$ cat src/rtl/microwave_pkg.sv
// Shared types and constants for the microwave countdown core.
package microwave_pkg;

  // One BCD digit (0..9 in normal operation).
  typedef logic [3:0] bcd_t;

  // Cook time as displayed: minutes, tens of seconds, ones of seconds.
  typedef struct packed {
    bcd_t min;
    bcd_t sec_two;
    bcd_t sec_one;
  } cook_time_t;

  // FSM state encoding.
  localparam logic [1:0] ST_IDLE    = 2'd0;
  localparam logic [1:0] ST_RUNNING = 2'd1;
  localparam logic [1:0] ST_PAUSED  = 2'd2;

  localparam bcd_t BCD_MAX      = 4'd9;
  localparam bcd_t SEC_TENS_MAX = 4'd5;

  // One-second countdown step. Borrowing out of the tens digit reloads it
  // with 5 so minutes roll over to x:59, while a keyed 99 s simply counts
  // down through 98, 97, ... without ever needing normalisation.
  function automatic cook_time_t bcd_decrement(input cook_time_t t);
    cook_time_t r;
    r = t;
    if (t.sec_one != 4'd0) begin
      r.sec_one = t.sec_one - 4'd1;
    end else if (t.sec_two != 4'd0) begin
      r.sec_one = BCD_MAX;
      r.sec_two = t.sec_two - 4'd1;
    end else if (t.min != 4'd0) begin
      r.min     = t.min - 4'd1;
      r.sec_two = SEC_TENS_MAX;
      r.sec_one = BCD_MAX;
    end
    return r;
  endfunction

endpackage

$ cat src/rtl/microwave_timer_if.sv
// Control/display bundle between the keypad front end, the countdown core
// and the seven-segment decoder stage.
//
// Handshake semantics: there is no ready/backpressure anywhere. keypad_valid,
// start and stop_clear are one-cycle strobes sampled on the rising clk edge
// where they are high; the core always accepts or deliberately ignores them
// in that same edge. door_closed is a level. All outputs are registered.
interface microwave_timer_if;
  import microwave_pkg::*;

  logic [3:0] keypad_digit;
  logic       keypad_valid;
  logic       start;
  logic       stop_clear;
  logic       door_closed;

  bcd_t       sec_one;
  bcd_t       sec_two;
  bcd_t       min;
  logic       mag_on;
  logic       done;
  logic [1:0] state_dbg;

  // Controller side: drives strobes, observes display and status.
  modport master (
    output keypad_digit, keypad_valid, start, stop_clear, door_closed,
    input  sec_one, sec_two, min, mag_on, done, state_dbg
  );

  // Countdown core side.
  modport slave (
    input  keypad_digit, keypad_valid, start, stop_clear, door_closed,
    output sec_one, sec_two, min, mag_on, done, state_dbg
  );

endinterface

$ cat src/rtl/tick_prescaler.sv
// Divides clk down to a one-cycle tick every TICK_DIV cycles while enabled.
// The count is forced to 0 whenever enable is low so every (re)start of the
// countdown waits a full TICK_DIV cycles for its first tick.
module tick_prescaler #(
  parameter int TICK_DIV = 50_000_000
) (
  input  logic clk,
  input  logic reset,
  input  logic enable,
  output logic tick
);

  localparam int CW = (TICK_DIV > 1) ? $clog2(TICK_DIV) : 1;
  localparam logic [CW-1:0] LAST = CW'(TICK_DIV - 1);

  logic [CW-1:0] count;

  assign tick = enable && (count == LAST);

  // Free-run 0..TICK_DIV-1 while enabled, otherwise hold at zero.
  always_ff @(posedge clk) begin
    if (reset || !enable) begin
      count <= '0;
    end else if (count == LAST) begin
      count <= '0;
    end else begin
      count <= count + 1'b1;
    end
  end

endmodule

$ cat src/rtl/microwave_timer.sv
// Countdown core of the microwave controller: keypad entry of a three-digit
// BCD cook time, once-per-second countdown while running, pause/resume on
// stop or door open, and a one-cycle done pulse when the time reaches 0:00.
module microwave_timer
  import microwave_pkg::*;
#(
  parameter int TICK_DIV = 50_000_000
) (
  input  logic              clk,
  input  logic              reset,
  microwave_timer_if.slave  bus
);

  logic [1:0] state_q;
  logic [1:0] state_d;
  cook_time_t time_q;
  cook_time_t time_d;
  cook_time_t time_dec;
  logic       mag_on_q;
  logic       done_q;
  logic       done_d;
  logic       tick;
  logic       presc_en;

  // Only count while running and not about to leave RUNNING because of a
  // stop or door event; this also makes stop win over a same-cycle tick.
  assign presc_en = (state_q == ST_RUNNING) && !bus.stop_clear && bus.door_closed;

  tick_prescaler #(
    .TICK_DIV (TICK_DIV)
  ) u_prescaler (
    .clk    (clk),
    .reset  (reset),
    .enable (presc_en),
    .tick   (tick)
  );

  assign time_dec = bcd_decrement(time_q);

  // Next-state, digit update and completion detection, in strobe priority
  // order: stop_clear, door open, start, tick, keypad.
  always_comb begin
    state_d = state_q;
    time_d  = time_q;
    done_d  = 1'b0;
    case (state_q)
      ST_IDLE: begin
        if (bus.stop_clear) begin
          time_d = '0;
        end else if (bus.start && bus.door_closed && (time_q != '0)) begin
          state_d = ST_RUNNING;
        end else if (bus.keypad_valid && (bus.keypad_digit <= BCD_MAX)) begin
          time_d = '{min: time_q.sec_two, sec_two: time_q.sec_one,
                     sec_one: bus.keypad_digit};
        end
      end
      ST_RUNNING: begin
        if (bus.stop_clear || !bus.door_closed) begin
          state_d = ST_PAUSED;
        end else if (tick) begin
          time_d = time_dec;
          if (time_dec == '0) begin
            state_d = ST_IDLE;
            done_d  = 1'b1;
          end
        end
      end
      ST_PAUSED: begin
        if (bus.stop_clear) begin
          state_d = ST_IDLE;
          time_d  = '0;
        end else if (bus.start && bus.door_closed) begin
          state_d = ST_RUNNING;
        end
      end
      default: begin
        state_d = ST_IDLE;
        time_d  = '0;
      end
    endcase
  end

  // State, digits and registered status outputs.
  always_ff @(posedge clk) begin
    if (reset) begin
      state_q  <= ST_IDLE;
      time_q   <= '0;
      mag_on_q <= 1'b0;
      done_q   <= 1'b0;
    end else begin
      state_q  <= state_d;
      time_q   <= time_d;
      mag_on_q <= (state_d == ST_RUNNING);
      done_q   <= done_d;
    end
  end

  assign bus.sec_one   = time_q.sec_one;
  assign bus.sec_two   = time_q.sec_two;
  assign bus.min       = time_q.min;
  assign bus.mag_on    = mag_on_q;
  assign bus.done      = done_q;
  assign bus.state_dbg = state_q;

endmodule

$ cat src/flat_wrapper.sv
// flat-port wrapper written by rule: the top's interface ports become plain ports
module microwave_timer_flat import microwave_pkg::*;
#(
  parameter int TICK_DIV = 50_000_000
)
  (clk, reset, bus_keypad_digit, bus_keypad_valid, bus_start, bus_stop_clear, bus_door_closed, bus_sec_one, bus_sec_two, bus_min, bus_mag_on, bus_done, bus_state_dbg);
  microwave_timer_if bus_i ();
  input  logic clk;
  input  logic reset;
  input wire logic [$bits(bus_i.keypad_digit)-1:0] bus_keypad_digit;
  input wire logic [$bits(bus_i.keypad_valid)-1:0] bus_keypad_valid;
  input wire logic [$bits(bus_i.start)-1:0] bus_start;
  input wire logic [$bits(bus_i.stop_clear)-1:0] bus_stop_clear;
  input wire logic [$bits(bus_i.door_closed)-1:0] bus_door_closed;
  output wire logic [$bits(bus_i.sec_one)-1:0] bus_sec_one;
  output wire logic [$bits(bus_i.sec_two)-1:0] bus_sec_two;
  output wire logic [$bits(bus_i.min)-1:0] bus_min;
  output wire logic [$bits(bus_i.mag_on)-1:0] bus_mag_on;
  output wire logic [$bits(bus_i.done)-1:0] bus_done;
  output wire logic [$bits(bus_i.state_dbg)-1:0] bus_state_dbg;
  assign bus_i.keypad_digit = bus_keypad_digit;
  assign bus_i.keypad_valid = bus_keypad_valid;
  assign bus_i.start = bus_start;
  assign bus_i.stop_clear = bus_stop_clear;
  assign bus_i.door_closed = bus_door_closed;
  assign bus_sec_one = bus_i.sec_one;
  assign bus_sec_two = bus_i.sec_two;
  assign bus_min = bus_i.min;
  assign bus_mag_on = bus_i.mag_on;
  assign bus_done = bus_i.done;
  assign bus_state_dbg = bus_i.state_dbg;
  microwave_timer #(.TICK_DIV(TICK_DIV)) u_core (.clk(clk), .reset(reset), .bus(bus_i));
endmodule
$ cat config.mk
export PLATFORM = sky130hd
export DESIGN_NAME = microwave_timer_flat
export DESIGN_NICKNAME = d
export VERILOG_FILES = /design/src/rtl/microwave_pkg.sv /design/src/rtl/microwave_timer_if.sv /design/src/rtl/tick_prescaler.sv /design/src/rtl/microwave_timer.sv /design/src/flat_wrapper.sv
export SDC_FILE = /design/constraint.sdc
export NUM_CORES = 1
export LEC_CHECK = 0
export CAP_MARGIN = 40
export CORE_MARGIN = 4
export CORE_UTILIZATION = 50
export DETAILED_ROUTE_END_ITERATION = 8
export GPL_ROUTABILITY_DRIVEN = 1
export PLACE_DENSITY = 0.8
export SYNTH_ARGS = -nofsm -noshare
export SYNTH_HDL_FRONTEND = slang
export SYNTH_SLANG_ARGS = --single-unit
$ cat constraint.sdc
create_clock -name clk -period 1.8 [get_ports clk]
set_input_delay 0.27 -clock clk [delete_from_list [all_inputs] [get_ports clk]]
set_output_delay 0.27 -clock clk [all_outputs]
set_load 0.005 [all_outputs]
==> metrics.yaml, run 1 <==
clkLatencyLatePin_ns: 0.30
setup_viol: 15
drt_wl_total_um: 6730
hpwl_um: 4530
violations: "setup timing"
period_share_pct: 109
slew_violations: 0
crit_fanout: 4
path_cells: "inv_2 -> ha_4 -> nor3b_4 -> buf_6 -> nand3_2 -> mux2_4 -> a211o_1 -> nor3b_4"
powerDensity_nw_per_um2: 606
path_clk_slew_ns: 0.09
syn_nets: 291
clock_path_buffers: 2
min_path_type: "register to register"
p_int_mw: 1.55
r2r-end: "u_core.bus.done"
clkSinkCount: 42
viasPerCell: 5.61
cts_made_buffers: 5
p_sw_mw: 0.612
worstSetupStartpoint: "u_core.bus.sec_two[1]"
remaining_drc_errors: 0
syn_area_per_cell_sq_um: 8.91
synthCells: 276
start_util_pct: 51.7
final.min_clock_period_ns: 1.97
syn_to_final_growth_pct: 44.7
postSynthRegisterBits: 42
portBuffers: 25
start_kind: "register"
die_w_um: 78.1
grt_antenna_before_repair: 0
dp_slack_ns: -0.323
cts_tree: "done"
die_area_sq_um: 6110
fin_area_sq_um: 3560
cp_num_buf_inv: 2
clockPowerShare_pct: 30.0
synthArstFlopShare_pct: 0
worst_pin_slew_ns: 0.460
nets: 371
hold_violations: 0
cap_violations: 0
rsz0062_at_grt: "yes"
fin_skew_ns: 0.0129
grt_max_degree: 20
routed-via-count: 2379
yosysUniqueCellTypes: 57
p_seq_share_pct: 44.1
fmax_mhz: 508
worst_ep_arrival_time_ns: 2.20
slowest_delay_ns: 0.35
firstDrtPassIters: 4
vdd_drop_max_mv: 0.525
synth_area_sq_um: 2460
drt_iter0_drc: 119
postPlaceCellArea_sq_um: 3220
rows: 25
r2r_cells: 8
crit_required_ns: 2.03
grt_overflow: 0
setup_ws_ns: -0.167
fp.coreArea_sq_um: 4750
num_io_pins: 26
wl_per_cell_um: 15.9
cts.root.buffer_cell: "clkbuf_8"
cp-end-kind: "register"
sw_frac_of_total_pct: 28.4
crit_top_cell: "nor3b_4"
htree_levels: 2
synth-main-ff-cell: "dfxtp_1"
yosys_warnings: 0
crit_type: "register to register"
grt_pass1_wl_um: 10900
synth_edf_count: 0
cp_num_cells: 8
slew-limit-headroom_pct: 69.1
r2r-start: "u_core.bus.sec_two[1]"
die_h_um: 78.1
grt_usage_pct: 22.4
n_antenna_cell: 0
drive_gt1_share_pct: 37.3
fillers: 317
critPathTopFamily: "simple AND/OR/NAND/NOR gates"
ff2ff_setup_slack_ns: -0.17
grt_pass1_vias: 2402
leakage_nw: 1.34
cp-endpoint: "u_core.bus.done"
p_comb_share_pct: 25.9
postRouteAntennaNets: 0
ys_seq_area_share_pct: 34.2
setup_tns_ns: -1.61
outcome: "finished, violations left"
cp_slowest_cell: "mux2_4"
routabilityCongestion: 0.858
==> layout make-up <==
cell class | instances | area, sq um | area share (%)
Clock buffer | 6 | 82.6 | 2.32
Clock inverter | 2 | 11.3 | 0.316
Inverter | 10 | 40.0 | 1.12
Multi-Input combinational cell | 209 | 1710 | 48.1
Sequential cell | 42 | 851 | 23.9
Tap cell | 67 | 83.8 | 2.36
Timing Repair Buffer | 88 | 779 | 21.9
==> logic make-up (layout without fill, tap and decap cells) <==
group                    Yosys count  after routing  synth area share (%)
XOR/XNOR                          26             26                  9.26
AND/OR/NAND/NOR                  120            120                  27.3
AO/OA/AOI/OAI                     54             54                  19.7
buffers and inverters             25            106                  5.24
adder cells (fa/ha/maj)            5              5                  2.54
multiplexers                       4              4                  1.78
flip-flops                        42             42                  34.2
==> worst register-to-register path, stage by stage, from the launching register on <==
cell,delay (ns)
dfxtp_2,0.33
inv_2,0.07
ha_4,0.14
nor3b_4,0.27
buf_6,0.17
nand3_2,0.08
mux2_4,0.35
a211o_1,0.31
nor3b_4,0.18
==> registers in the layout (all words and copies together) (netlist names) <==
name                      count
u_core.u_prescaler.count     26
u_core.bus.min                4
u_core.bus.sec_one            4
u_core.bus.sec_two            4
u_core.bus.state_dbg          2
u_core.bus.done               1
u_core.bus.mag_on             1
==> through the flow <==
stage / power (mW) / cells / hold slack, ns / util [%]
2_1_floorplan: 1.24 / 276 / 0.339 / -
6_report: 2.16 / 424 / 0.480 / 74.9
3_5_place_dp: 1.41 / 409 / 0.468 / 67.7
3_3_place_gp: 1.40 / 409 / 0.458 / 67.7
4_1_cts: 2.13 / 423 / 0.486 / 73.3
5_1_grt: 2.25 / 424 / 0.539 / 74.9
==> how the worst min path moves through the flow <==
stage	from	to	slack, ns	cells after the start
after floorplan	reset	u_core.bus.state_dbg[1]	0.34	1
after global placement	u_core.u_prescaler.count[0]	u_core.u_prescaler.count[0]	0.46	1
after detailed placement	u_core.u_prescaler.count[0]	u_core.u_prescaler.count[0]	0.47	1
after CTS	u_core.u_prescaler.count[0]	u_core.u_prescaler.count[0]	0.49	1
after global routing	u_core.u_prescaler.count[0]	u_core.u_prescaler.count[0]	0.54	1
final	u_core.u_prescaler.count[0]	u_core.u_prescaler.count[0]	0.48	1
==> routing by layer <==
| metal | part of all wire (%) | wire length, um | vias up | track usage (%) |
|---|---|---|---|---|
| li1 | - | - | 1158 | - |
| met1 | 41 | 2740 | 1135 | 25.6 |
| met2 | 52 | 3500 | 66 | 39.6 |
| met3 | 3.9 | 262 | 20 | 4.59 |
| met4 | 3.3 | 224 | 0 | 11.0 |
| met5 | 0 | 0 | - | 0 |
==> what timing repair did <==
action	CTS	global route
resized for setup	23	12
pin swaps	7	5
hold endpoints to repair	0	0
hold buffers	0	0
cloned	0	0
endpoints found under the setup margin	15	41
setup buffers	7	1
==> layout by cell type (no fill, tap or decap), types with 2 or more instances in the layout <==
master and n:
xor2_1 20, and3_4 3, nand2_1 13, nor2b_1 5, clkbuf_8 6, and2_1 2
ha_1 2, ha_4 3, o21ai_0 5, nand4b_1 2, dfxtp_1 36, and4_1 5
nand3_2 2, nand3_1 13, o2bb2ai_2 11, nand4_1 8, inv_4 2, inv_1 4
nor2_1 34, dfxtp_2 5, nor4bb_2 2, a22oi_1 6, clkdlybuf4s50_1 25, inv_2 5
nor3_1 7, and3_1 7, a22oi_2 3, a2111oi_4 2, a21oi_1 8, nor3b_4 5
buf_6 5, xnor2_1 6, o21ai_2 2, mux2_4 2, buf_4 55, a21o_1 2
buf_12 3
==> synth_stat cells, drive strengths merged, types with 3 or more instances <==
| cell type | n | share of area, % |
|---|---|---|
| mux2 | 3 | 1.4 |
| o2bb2ai | 12 | 6.8 |
| nand3 | 16 | 3.8 |
| nor3b | 5 | 2.1 |
| ha | 5 | 2.5 |
| inv | 10 | 1.5 |
| dfxtp | 42 | 34 |
| a22oi | 9 | 3.0 |
| o21ai | 7 | 1.4 |
| nand4 | 8 | 2.0 |
| clkbuf | 6 | 1.4 |
| and3 | 10 | 2.6 |
| xor2 | 20 | 7.1 |
| a21oi | 9 | 1.8 |
| buf | 9 | 2.3 |
| and4 | 5 | 1.8 |
| nand2 | 13 | 2.0 |
| xnor2 | 6 | 2.1 |
| nor2 | 34 | 5.2 |
| nor2b | 5 | 1.3 |
| nor3 | 8 | 1.6 |
| and2 | 3 | 0.81 |
==> power by group through the flow <==
stage / Clock [mW] / Combinational [mW] / Sequential (mW)
floorplan: 0 / 0.262 / 0.977
detailed placement: 0 / 0.442 / 0.972
CTS: 0.658 / 0.521 / 0.952
global placement: 0 / 0.429 / 0.972
finish: 0.647 / 0.559 / 0.952
global route: 0.704 / 0.592 / 0.954
(Power assumes the default switching activity.)
==> inputs of run 2 (changes only) <==
--- a/config.mk
+++ b/config.mk
@@ -10,7 +10,9 @@
 export CORE_UTILIZATION = 50
 export DETAILED_ROUTE_END_ITERATION = 8
 export GPL_ROUTABILITY_DRIVEN = 1
+export GPL_TIMING_DRIVEN = 0
 export PLACE_DENSITY = 0.8
 export SYNTH_ARGS = -nofsm -noshare
 export SYNTH_HDL_FRONTEND = slang
+export SYNTH_HIERARCHICAL = 1
 export SYNTH_SLANG_ARGS = --single-unit
==> run 2 against run 1 <==
Compared with the run above: the flow still finishes with violations (setup timing); cell count is the same; largest power group unchanged; critical path type unchanged; largest cell class unchanged; non-clock buffer count fell by 23; clock-buffer cell count decreased by 1.
==> metrics.yaml, run 2 <==
cap_violations: 0
yosys.area_share.simple_pct: 30.0
grt_max_degree: 15
cts.root.buffer_cell: "clkbuf_8"
p_comb_share_pct: 34.2
synth_top_area_cell: "dfxtp_1"
syn_nets: 315
largest_reg_flops: 26
drt_wl_total_um: 7510
synth_edf_count: 0
grt_pass1_vias: 2398
clock_path_buffers: 2
crit_type: "register to register"
cts_hold_buf: 0
die_w_um: 78.3
drive_gt1_share_pct: 29.1
fmax_mhz: 448
hold_violations: 0
synthTopCellsByArea: "dfxtp_1, nor2_1, a21oi_1"
fillers: 340
hpwl_um: 4400
postRouteAntennaNets: 0
start_kind: "register"
fin_skew_ns: 0.00730
vdd_drop_max_mv: 0.537
viasPerCell: 6.28
mostFrequentLayoutCell: "nor2_1"
cts_tree: "done"
slew-limit-headroom_pct: 58.9
crit_fanout: 3
slew_violations: 0
clkLatencyLatePin_ns: 0.31
synth.mux.area_fraction_pct: 0.405
fin_util_pct: 72.6
nets: 371
worst_ep_arrival_time_ns: 2.44
path_clk_slew_ns: 0.08
firstDrtPassIters: 5
synth_compound_gate_area_share_pct: 22.1
htree_levels: 2
die_h_um: 78.3
syn_area_per_cell_sq_um: 8.23
synthAdderAreaFrac_pct: 2.53
sw_frac_of_total_pct: 31.6
grt_usage_pct: 23.2
worst_pin_slew_ns: 0.617
crit_required_ns: 2.01
synth_top_family_by_area: "simple AND/OR/NAND/NOR gates"
cp-end-kind: "register"
cts_made_buffers: 5
synthCells: 300
setup_ws_ns: -0.433
final.min_clock_period_ns: 2.23
rows: 25
n_antenna_cell: 0
synth_area_sq_um: 2470
clockPowerShare_pct: 30.9
multi_input_area_sq_um: 1710
clkSinkCount: 42
grt_antenna_before_repair: 0
p_sw_mw: 0.920
holdWs_ns: 0.502
synthArstFlopShare_pct: 0
synth.most_common_cell: "dfxtp_1"
wl_per_cell_um: 17.7
routabilityCongestion: 0.928
postPlaceCellArea_sq_um: 2870
setup_tns_ns: -12.96
yosys_warnings: 6
violations: "setup timing"
register_area_sq_um: 870
yosysUniqueCellTypes: 57
start_util_pct: 51.9
grt_overflow: 0
yosys.area.top_type_share_pct: 34.1
p_seq_share_pct: 34.8
leakage_nw: 1.11
portBuffers: 25
outcome: "finished, violations left"
synth-main-ff-cell: "dfxtp_1"
postSynthRegisterBits: 42
routed-via-count: 2661
synthXorXnorAreaFrac_pct: 5.32
drt_iter0_drc: 323
p_int_mw: 2.00
final_cell_mix: "nor2_1, dfxtp_1, clkdlybuf4s50_1"
period_share_pct: 124
syn_to_final_growth_pct: 39.8
setup_viol: 41
fin_area_sq_um: 3450
die_area_sq_um: 6130
dp_slack_ns: -0.833
remaining_drc_errors: 0
rsz0062_at_grt: "yes"
synth_commonest_cells: "dfxtp_1, nor2_1, a21oi_1, inv_1"
grt_pass1_wl_um: 11200
num_io_pins: 26
ff2ff_setup_slack_ns: -0.43
min_path_type: "primary input to register"
ys_seq_area_share_pct: 34.1
fp.coreArea_sq_um: 4750
powerDensity_nw_per_um2: 845
regMostFlops: "u_core/u_prescaler/count"
==> run 2: cell count changes in the layout (fill, tap and decap cells not counted), moves of 6 or more <==
| cell | previous run | this run |
|---|---|---|
| or3_1 | 1 | 8 |
| buf_4 | 55 | 22 |
| o21ai_0 | 5 | 11 |
| a21oi_1 | 8 | 19 |
| dfxtp_2 | 5 | 11 |
| dfxtp_1 | 36 | 27 |
| and3_1 | 7 | 1 |
| o2bb2ai_2 | 11 | 0 |
| xor2_1 | 20 | 4 |
==> run 2: area by class of cell <==
| class | count | share of cell area (%) |
|---|---|---|
| inverters | 14 | 1.60 |
| clock buffers | 5 | 1.99 |
| multi-input cells | 228 | 49.6 |
| repair buffers | 52 | 14.1 |
| flip-flops and latches | 42 | 25.2 |
| plain buffers | 13 | 3.08 |
| clock inverters | 3 | 1.99 |
| well taps | 67 | 2.43 |
==> run 2: metrics by stage <==
stage | std cells | total power [mW]
after floorplan | 300 | 1.47
after global placement | 392 | 1.65
after detailed placement | 392 | 1.66
after CTS | 420 | 2.74
after global routing | 424 | 3.01
final | 424 | 2.92
==> run 2: power groups by stage <==
stage	combinational [mW]	sequential (mW)	clock, mW
floorplan	0.446	1.02	0
CTS	0.803	1.02	0.924
detailed placement	0.636	1.03	0
global placement	0.626	1.03	0
finish	0.998	1.02	0.902
global route	1.03	1.02	0.957
==> run 2: cells by family (layout without fill, tap and decap cells) <==
logic type / count (synthesis) / after routing
simple gates: 128 / 128
compound gates: 79 / 79
flops: 42 / 42
buf+inv: 30 / 87
xor+xnor: 15 / 15
fa+ha+maj: 5 / 5
mux: 1 / 1
==> run 2: path summary, 6_finish.rpt <==
| check | from | to | cells past startpoint |
|---|---|---|---|
| max | u_core/u_prescaler/count[0] | u_core/bus.sec_two[0] | 11 |
| max reg2reg | u_core/u_prescaler/count[0] | u_core/bus.sec_two[0] | 11 |
| min | bus_stop_clear | u_core/bus.state_dbg[1] | 4 |
| min reg2reg | u_core/u_prescaler/count[23] | u_core/u_prescaler/count[23] | 2 |
==> run 2: critical path, stage by stage, from the launching register on <==
cell and delay [ns]:
dfxtp_4 0.37, ha_4 0.13, and3_4 0.17, nand4_1 0.19, nor3_4 0.24, nand3b_1 0.10, a32o_2 0.27, a21oi_4 0.16
buf_4 0.15, buf_6 0.09, nor2_2 0.03, a311oi_1 0.22
==> run 2: routing by layer <==
layer  vias up  GRT usage [%]  part of all wire (%)
met3        40           5.39                   7.9
li1       1233              -                     -
met1      1229           27.4                    39
met5         -              0                     0
met2       159           39.2                    47
met4         0           11.9                   5.4
==> run 2: repair_timing <==
item                                    CTS  global route
pin swaps                                17             6
resized for setup                        48            27
cloned                                    2             1
endpoints found under the setup margin   41            41
setup buffers                            19             5
